<file path="src/rtl/id_ex_pipe_if.sv">
// ID/EX pipeline boundary: ID-side inputs, registered EX-side copies,
// and the hazard and status signals that flow back toward IF/ID.
interface id_ex_pipe_if;
  logic        id_valid;
  logic [6:0]  id_opcode;
  logic [11:0] id_ctrl;
  logic [31:0] id_pc;
  logic [31:0] id_rd1;
  logic [31:0] id_rd2;
  logic [31:0] id_imm;
  logic [4:0]  id_rs1;
  logic [4:0]  id_rs2;
  logic [4:0]  id_rd;
  logic [2:0]  id_funct3;
  logic [6:0]  id_funct7;
  logic        flush;

  logic        ex_valid;
  logic [11:0] ex_ctrl;
  logic [31:0] ex_pc;
  logic [31:0] ex_rd1;
  logic [31:0] ex_rd2;
  logic [31:0] ex_imm;
  logic [4:0]  ex_rs1;
  logic [4:0]  ex_rs2;
  logic [4:0]  ex_rd;
  logic [2:0]  ex_funct3;
  logic [6:0]  ex_funct7;

  logic        stall_id;
  logic        halted;
  logic [15:0] stall_count;

  // Driver side: the ID stage / surrounding pipeline
  modport master (
    output id_valid, id_opcode, id_ctrl, id_pc, id_rd1, id_rd2, id_imm,
           id_rs1, id_rs2, id_rd, id_funct3, id_funct7, flush,
    input  ex_valid, ex_ctrl, ex_pc, ex_rd1, ex_rd2, ex_imm,
           ex_rs1, ex_rs2, ex_rd, ex_funct3, ex_funct7,
           stall_id, halted, stall_count
  );

  // Register side: the ID/EX pipeline register itself
  modport slave (
    input  id_valid, id_opcode, id_ctrl, id_pc, id_rd1, id_rd2, id_imm,
           id_rs1, id_rs2, id_rd, id_funct3, id_funct7, flush,
    output ex_valid, ex_ctrl, ex_pc, ex_rd1, ex_rd2, ex_imm,
           ex_rs1, ex_rs2, ex_rd, ex_funct3, ex_funct7,
           stall_id, halted, stall_count
  );
endinterface

</file>
<file path="src/rtl/id_ex_pipe.sv">
// ID/EX pipeline register with load-use hazard detection, flush squash,
// sticky HALT and a saturating stall-cycle counter.
// CNT_W sets the internal counter width (<= 16); the port is zero-extended.
module id_ex_pipe #(
  parameter int unsigned CNT_W = 16
) (
  input logic         clk,
  input logic         reset,
  id_ex_pipe_if.slave bus
);
  localparam int unsigned BUNDLE_W = 165;
  localparam logic [6:0]  OP_HALT  = 7'b1111111;
  localparam logic [CNT_W-1:0] CNT_MAX = '1;

  logic                ex_valid_reg;
  logic [BUNDLE_W-1:0] ex_bundle_reg;
  logic                halted_reg;
  logic [CNT_W-1:0]    stall_cnt_reg;

  logic [BUNDLE_W-1:0] id_bundle;
  logic                stall;
  logic                is_halt;
  logic                bubble;

  // All ID payload fields travel as one vector so a bubble clears them together
  assign id_bundle = {bus.id_ctrl, bus.id_pc, bus.id_rd1, bus.id_rd2, bus.id_imm,
                      bus.id_rs1, bus.id_rs2, bus.id_rd, bus.id_funct3, bus.id_funct7};

  // Load-use hazard: EX load writes a register the ID instruction reads.
  // rs2 is compared for every opcode; x0 is never a hazard.
  always_comb begin
    stall = bus.id_valid && ex_valid_reg && ex_bundle_reg[BUNDLE_W-4] &&
            (bus.ex_rd != 5'd0) &&
            ((bus.ex_rd == bus.id_rs1) || (bus.ex_rd == bus.id_rs2));
  end

  assign is_halt = bus.id_valid && (bus.id_opcode == OP_HALT);
  // A HALT in ID is itself squashed: it never reaches EX
  assign bubble  = bus.flush || stall || halted_reg || !bus.id_valid || is_halt;

  // EX-stage register: bubble or capture, in priority order
  always_ff @(posedge clk or posedge reset) begin
    if (reset) begin
      ex_valid_reg  <= 1'b0;
      ex_bundle_reg <= '0;
    end else if (bubble) begin
      ex_valid_reg  <= 1'b0;
      ex_bundle_reg <= '0;
    end else begin
      ex_valid_reg  <= 1'b1;
      ex_bundle_reg <= id_bundle;
    end
  end

  // Sticky halt: only set when nothing of higher priority claims the edge
  always_ff @(posedge clk or posedge reset) begin
    if (reset) begin
      halted_reg <= 1'b0;
    end else if (!bus.flush && !stall && is_halt) begin
      halted_reg <= 1'b1;
    end
  end

  // Stall counter: counts un-flushed stall edges, holds at all-ones
  always_ff @(posedge clk or posedge reset) begin
    if (reset) begin
      stall_cnt_reg <= '0;
    end else if (stall && !bus.flush && (stall_cnt_reg != CNT_MAX)) begin
      stall_cnt_reg <= stall_cnt_reg + 1'b1;
    end
  end

  assign bus.ex_valid = ex_valid_reg;
  assign {bus.ex_ctrl, bus.ex_pc, bus.ex_rd1, bus.ex_rd2, bus.ex_imm,
          bus.ex_rs1, bus.ex_rs2, bus.ex_rd, bus.ex_funct3, bus.ex_funct7} = ex_bundle_reg;
  assign bus.stall_id    = stall;
  assign bus.halted      = halted_reg;
  assign bus.stall_count = 16'(stall_cnt_reg);
endmodule

</file>
<file path="src/flat_wrapper.sv">
// flat-port wrapper written by rule: the top's interface ports become plain ports
module id_ex_pipe_flat 
#(
  parameter int unsigned CNT_W = 16
)
  (clk, reset, bus_id_valid, bus_id_opcode, bus_id_ctrl, bus_id_pc, bus_id_rd1, bus_id_rd2, bus_id_imm, bus_id_rs1, bus_id_rs2, bus_id_rd, bus_id_funct3, bus_id_funct7, bus_flush, bus_ex_valid, bus_ex_ctrl, bus_ex_pc, bus_ex_rd1, bus_ex_rd2, bus_ex_imm, bus_ex_rs1, bus_ex_rs2, bus_ex_rd, bus_ex_funct3, bus_ex_funct7, bus_stall_id, bus_halted, bus_stall_count);
  id_ex_pipe_if bus_i ();
  input logic clk;
  input logic reset;
  input wire logic [$bits(bus_i.id_valid)-1:0] bus_id_valid;
  input wire logic [$bits(bus_i.id_opcode)-1:0] bus_id_opcode;
  input wire logic [$bits(bus_i.id_ctrl)-1:0] bus_id_ctrl;
  input wire logic [$bits(bus_i.id_pc)-1:0] bus_id_pc;
  input wire logic [$bits(bus_i.id_rd1)-1:0] bus_id_rd1;
  input wire logic [$bits(bus_i.id_rd2)-1:0] bus_id_rd2;
  input wire logic [$bits(bus_i.id_imm)-1:0] bus_id_imm;
  input wire logic [$bits(bus_i.id_rs1)-1:0] bus_id_rs1;
  input wire logic [$bits(bus_i.id_rs2)-1:0] bus_id_rs2;
  input wire logic [$bits(bus_i.id_rd)-1:0] bus_id_rd;
  input wire logic [$bits(bus_i.id_funct3)-1:0] bus_id_funct3;
  input wire logic [$bits(bus_i.id_funct7)-1:0] bus_id_funct7;
  input wire logic [$bits(bus_i.flush)-1:0] bus_flush;
  output wire logic [$bits(bus_i.ex_valid)-1:0] bus_ex_valid;
  output wire logic [$bits(bus_i.ex_ctrl)-1:0] bus_ex_ctrl;
  output wire logic [$bits(bus_i.ex_pc)-1:0] bus_ex_pc;
  output wire logic [$bits(bus_i.ex_rd1)-1:0] bus_ex_rd1;
  output wire logic [$bits(bus_i.ex_rd2)-1:0] bus_ex_rd2;
  output wire logic [$bits(bus_i.ex_imm)-1:0] bus_ex_imm;
  output wire logic [$bits(bus_i.ex_rs1)-1:0] bus_ex_rs1;
  output wire logic [$bits(bus_i.ex_rs2)-1:0] bus_ex_rs2;
  output wire logic [$bits(bus_i.ex_rd)-1:0] bus_ex_rd;
  output wire logic [$bits(bus_i.ex_funct3)-1:0] bus_ex_funct3;
  output wire logic [$bits(bus_i.ex_funct7)-1:0] bus_ex_funct7;
  output wire logic [$bits(bus_i.stall_id)-1:0] bus_stall_id;
  output wire logic [$bits(bus_i.halted)-1:0] bus_halted;
  output wire logic [$bits(bus_i.stall_count)-1:0] bus_stall_count;
  assign bus_i.id_valid = bus_id_valid;
  assign bus_i.id_opcode = bus_id_opcode;
  assign bus_i.id_ctrl = bus_id_ctrl;
  assign bus_i.id_pc = bus_id_pc;
  assign bus_i.id_rd1 = bus_id_rd1;
  assign bus_i.id_rd2 = bus_id_rd2;
  assign bus_i.id_imm = bus_id_imm;
  assign bus_i.id_rs1 = bus_id_rs1;
  assign bus_i.id_rs2 = bus_id_rs2;
  assign bus_i.id_rd = bus_id_rd;
  assign bus_i.id_funct3 = bus_id_funct3;
  assign bus_i.id_funct7 = bus_id_funct7;
  assign bus_i.flush = bus_flush;
  assign bus_ex_valid = bus_i.ex_valid;
  assign bus_ex_ctrl = bus_i.ex_ctrl;
  assign bus_ex_pc = bus_i.ex_pc;
  assign bus_ex_rd1 = bus_i.ex_rd1;
  assign bus_ex_rd2 = bus_i.ex_rd2;
  assign bus_ex_imm = bus_i.ex_imm;
  assign bus_ex_rs1 = bus_i.ex_rs1;
  assign bus_ex_rs2 = bus_i.ex_rs2;
  assign bus_ex_rd = bus_i.ex_rd;
  assign bus_ex_funct3 = bus_i.ex_funct3;
  assign bus_ex_funct7 = bus_i.ex_funct7;
  assign bus_stall_id = bus_i.stall_id;
  assign bus_halted = bus_i.halted;
  assign bus_stall_count = bus_i.stall_count;
  id_ex_pipe #(.CNT_W(CNT_W)) u_core (.clk(clk), .reset(reset), .bus(bus_i));
endmodule
</file>
<file path="config.mk">
export PLATFORM = sky130hd
export DESIGN_NAME = id_ex_pipe_flat
export DESIGN_NICKNAME = d
export VERILOG_FILES = /design/src/rtl/id_ex_pipe_if.sv /design/src/rtl/id_ex_pipe.sv /design/src/flat_wrapper.sv
export SDC_FILE = /design/constraint.sdc
export NUM_CORES = 1
export LEC_CHECK = 0
export CAP_MARGIN = 20
export CORE_MARGIN = 2
export CORE_UTILIZATION = 30
export CTS_BUF_LIST = sky130_fd_sc_hd__clkbuf_2
export DETAILED_ROUTE_END_ITERATION = 12
export PLACE_DENSITY_LB_ADDON = 0.12
export SLEW_MARGIN = 40
export SYNTH_ARGS = -nofsm -noshare
export SYNTH_HDL_FRONTEND = slang
export SYNTH_SLANG_ARGS = --single-unit
</file>
<file path="constraint.sdc">
create_clock -name clk -period 5.8 [get_ports clk]
set_input_delay 1.16 -clock clk [delete_from_list [all_inputs] [get_ports clk]]
set_output_delay 1.16 -clock clk [all_outputs]
set_load 0.01 [all_outputs]
</file>
======== Word level (Yosys, flattened, before mapping) ========
Cells that the tools add are included.
word-level totals
  logic and storage cells ................. 29
  input port bits ......................... 176
  output and inout port bits .............. 184
  bits in registers ....................... 183
operators by class
  reduce and logical (&&, ||, !) cells .... 18
  equal/unequal tests ..................... 4
  multiplexer cells ....................... 2
  $add $sub $neg .......................... 1
operators with widths
  kind                                                             count
  165-bit 2-to-1 mux                                               1
  16-bit by 1-bit adder with 16-bit output, second input constant  1
  16-bit inequality test, second input constant                    1
  5-bit == test                                                    2
  1-bit logical AND                                                9
  7-bit == test, second input constant                             1
  1-bit logical OR                                                 5
  5-bit nonzero test                                               1
  1-bit logical NOT                                                3
  1-bit 2-to-1 mux                                                 1

======== Depth between registers and ports, before layout ========
  word-level depth ........................ 9
  mapped depth ............................ 7
  gate-level depth less buffers ........... 6

======== Worst setup path after synthesis ========
Ideal clock, no wire load.
  path type ............................... input -> output
  start ................................... input port bus_id_rs1[2]
  end ..................................... output port bus_stall_id
  stages .................................. 4
  data required time ...................... 4640 ps
  path slack .............................. 2741 ps
  data arrival time ....................... 1899 ps
  path buffers ............................ 0
  cells stage by stage .................... xnor2_1 > nand3_1 > o32ai_1 > and2_1
on the way
  cells in the longest elaborated chain, start to end .. 3
RTL lines
  item                line                RTL
  start: declaration  flat_wrapper.sv:17  input wire logic [$bits(bus_i.id_rs1)-1:0] bus_id_rs1;
  5-bit == test       id_ex_pipe.sv:34    ((bus.ex_rd == bus.id_rs1) || (bus.ex_rd == bus.id_rs2));
  1-bit logical OR    id_ex_pipe.sv:34
  1-bit logical AND   id_ex_pipe.sv:33    (bus.ex_rd != 5'd0) &&
  end: declaration    flat_wrapper.sv:34  output wire logic [$bits(bus_i.stall_id)-1:0] bus_stall_id;
Every way passes these cells.

======== Final worst setup path ========
Ends and elaborated chain as after synthesis.

==> flow_summary.toml <==
[floorplanning]
die_area_um2 = 22200
initial_core_util = 0.303
fp.dieW_um = 149
ios = 360
die_h_um = 149
fp-row-count = 53
fp.coreArea_um2 = 20800

[routing]
post_drt_wl_per_cell_um = 16.8
post-route-drc-count = 0
postRouteWirelength_um = 18600
initialDrtViolationCount = 202
detail-route-antenna-nets = 0
vias_per_cell = 4.11
num_vias = 4549
firstDrtPassIters = 4

[pwr]
internal_power_w = 0.00152
switching_share = 0.255
switchingPower_w = 0.000520
peakVddDrop_uv = 101
combinationalPowerShare = 0.076
pwr-share-seq = 0.627
powerDensity_nw_per_um2 = 195
p_clk_frac = 0.297
p_leak_nw = 4.77
power.total_w = 0.00204

[synth]
synth_area_um2 = 6310
synth_edf_count = 0
yosysWarnings = 0
async_flop_share = 1.00
syn_nets = 630
synth_area_leaders = "dfrtp_1 (73%), and2_1 (17%), xor2_1 (2.1%)"
yosysSeqAreaShare = 0.725
yosysTopAreaCell = "dfrtp_1"
ys_seq_elements = 183
yosysTopAreaCellShare = 0.725
ys_types = 33
avgSynthCellArea_um2 = 13.9
syn_inst = 453
yosys_most_used_dff = "dfrtp_1"

[clocking]
cts_hold_buf = 0
clk_latency_ns = 0.74
cts.clk_slew.worst_paths_ns = 0.27
cts_tree = "yes"
clockBufferDepth = 2
cts_sinks = 183
root_buffer = "clkbuf_2"
h-tree-depth = 4
cts_resized = 0
cts_buffers = 17
post_cts.repair.setup_buffers = 0

[grt]
use_met1 = 0.195
grt_max_degree = 143
antenna_found_initial = 1
grt_usage = 0.165
grt_overflow_total = 0
met3_usage = 0.0636
grt_pass1_wl_um = 27600
use_met2 = 0.281
grt_pass1_vias = 4816
grt_busiest_layer = "met2"

[setup_path]
cp_common_cell = "clkdlybuf4s50_1"
crit_chain = "clkdlybuf4s50_1 -> xnor2_1 -> nand3_1 -> o32ai_1 -> and2_1 -> clkdlybuf4s50_1"
critPathBufInv = 2
rr_worst_depth = 6
reg2reg_from = "u_core.ex_bundle_reg[10]"
cp.arrival_ns = 3.33
cp-end-kind = "output port"
worstSetupPathType = "input port to output port"
crit_required_ns = 4.64
r2r_slack_ns = 3.55
max_stage_delay_ns = 0.58
critPathSlowestCell = "o32ai_1"
start_kind = "input port"
reg2reg_to = "u_core.ex_bundle_reg[131]"
crit_fanout = 2
timing.critical_path.max_delay_family = "buffers and inverters"

[cells_and_area]
final_common_cell = "clkdlybuf4s50_1"
final_area_um2 = 10500
n_fill_cell = 1869
layout_common_cells = "clkdlybuf4s50_1 (359), dfrtp_1 (183), and2_1 (167)"
largest_reg_flops = 165
drive_above_1_share = 0.0566
area_growth_pct = 66.0
fin_nets = 994

[timing]
finalSetupTns_ns = 0
slew_viol_final = 0
whs_ns = 0.531
period_share = 0.775
tightest_slew_ns = 0.676
worst_slack_ns = 1.31
rsz0062_at_grt = "false"
setup_viol = 0
slew_headroom = 0.549
min_period_ns = 4.49
worst_clock_skew_ns = 0.0446
finalHoldViolCount = 0
max_freq_ghz = 0.222

[placement]
placed_cell_area_um2 = 10200
numPortBuffers = 359
gp_congestion = 0.770
dp_slack_ns = 1.38
dpl.hpwl_um = 14000

[job]
max_cap_violations = 0

[worst_hold_path]
whs_path_depth = 2
hold_start = "u_core.bus.halted"
min_to = "u_core.bus.halted"
holdCritPathClass = "register to register"

[outcome]
status = "completed"
==> worst max path at each step <==
stage	endpoint	cells after the start	from	slack, ns
3_5_place_dp	bus_stall_id	6	bus_id_rs1[2]	1.38
3_3_place_gp	bus_stall_id	6	bus_id_rs1[2]	1.33
4_1_cts	bus_stall_id	6	bus_id_rs1[2]	1.36
6_report	bus_stall_id	6	bus_id_rs1[2]	1.31
5_1_grt	bus_stall_id	6	bus_id_rs1[4]	1.25
2_1_floorplan	u_core.bus.ex_valid	1	reset	2.29
==> layout make-up <==
cell class / instances / area (µm²) / area share
antenna: 1 / 2.50 / 0.000239
clock buffer: 17 / 85.1 / 0.00812
sequential: 183 / 4580 / 0.437
multi-input combinational: 246 / 1620 / 0.155
timing repair buffer: 364 / 3690 / 0.352
clock inverter: 15 / 133 / 0.0127
tap: 275 / 344 / 0.0328
inverter: 5 / 22.5 / 0.00215
==> power by group through the flow <==
stage,Combinational [W],Clock [W],Sequential (W)
after global routing,0.000167,0.000700,0.00128
after detailed placement,0.000154,0,0.00130
final,0.000154,0.000606,0.00128
after CTS,0.000155,0.000643,0.00128
after floorplan,0.0000251,0,0.00130
after global placement,0.000150,0,0.00130
==> layer usage <==
metal | share of wire | wire, µm
met3 | 0.089 | 1640
met5 | 0 | 0
met2 | 0.51 | 9450
met4 | 0.016 | 301
met1 | 0.39 | 7170
==> synthesized netlist by cell type (2+ instances only) <==
cell      instances
clkbuf_1          2
nor2_1            4
nand4_1           5
clkbuf_2         14
xor2_1           15
nor3_1            9
nand3_1           8
and2_1          167
xnor2_1          10
buf_2             2
dfrtp_1         183
inv_1             5
nor3_2            2
nor4_1            3
nand2_1           6
==> through the flow <==
step / util / instances
after floorplan: - / 453
after global placement: 0.490 / 1071
after detailed placement: 0.491 / 1072
after CTS: 0.502 / 1104
after global routing: 0.503 / 1106
final: 0.503 / 1106
==> kinds of logic (layout without fill, tap and decap cells) <==
| family | Yosys count | count (layout) | share of synthesized area |
|---|---|---|---|
| other | 0 | 1 | 0 |
| XOR/XNOR | 25 | 25 | 0.0347 |
| multiplexers | 1 | 1 | 0.00238 |
| AO/OA/AOI/OAI | 8 | 8 | 0.0127 |
| flip-flops | 183 | 183 | 0.725 |
| adder cells (fa/ha/maj) | 1 | 1 | 0.00198 |
| buffers and inverters | 24 | 401 | 0.0186 |
| AND/OR/NAND/NOR | 211 | 211 | 0.204 |
==> worst reg2reg max path: stages, from the launching register on <==
cell	delay, ns
dfrtp_1	0.51
xnor2_1	0.19
nand3_1	0.14
o32ai_1	0.58
a211oi_4	0.15
buf_6	0.28
and2_1	0.34
No activity file was read; power rests on OpenSTA's default activity.
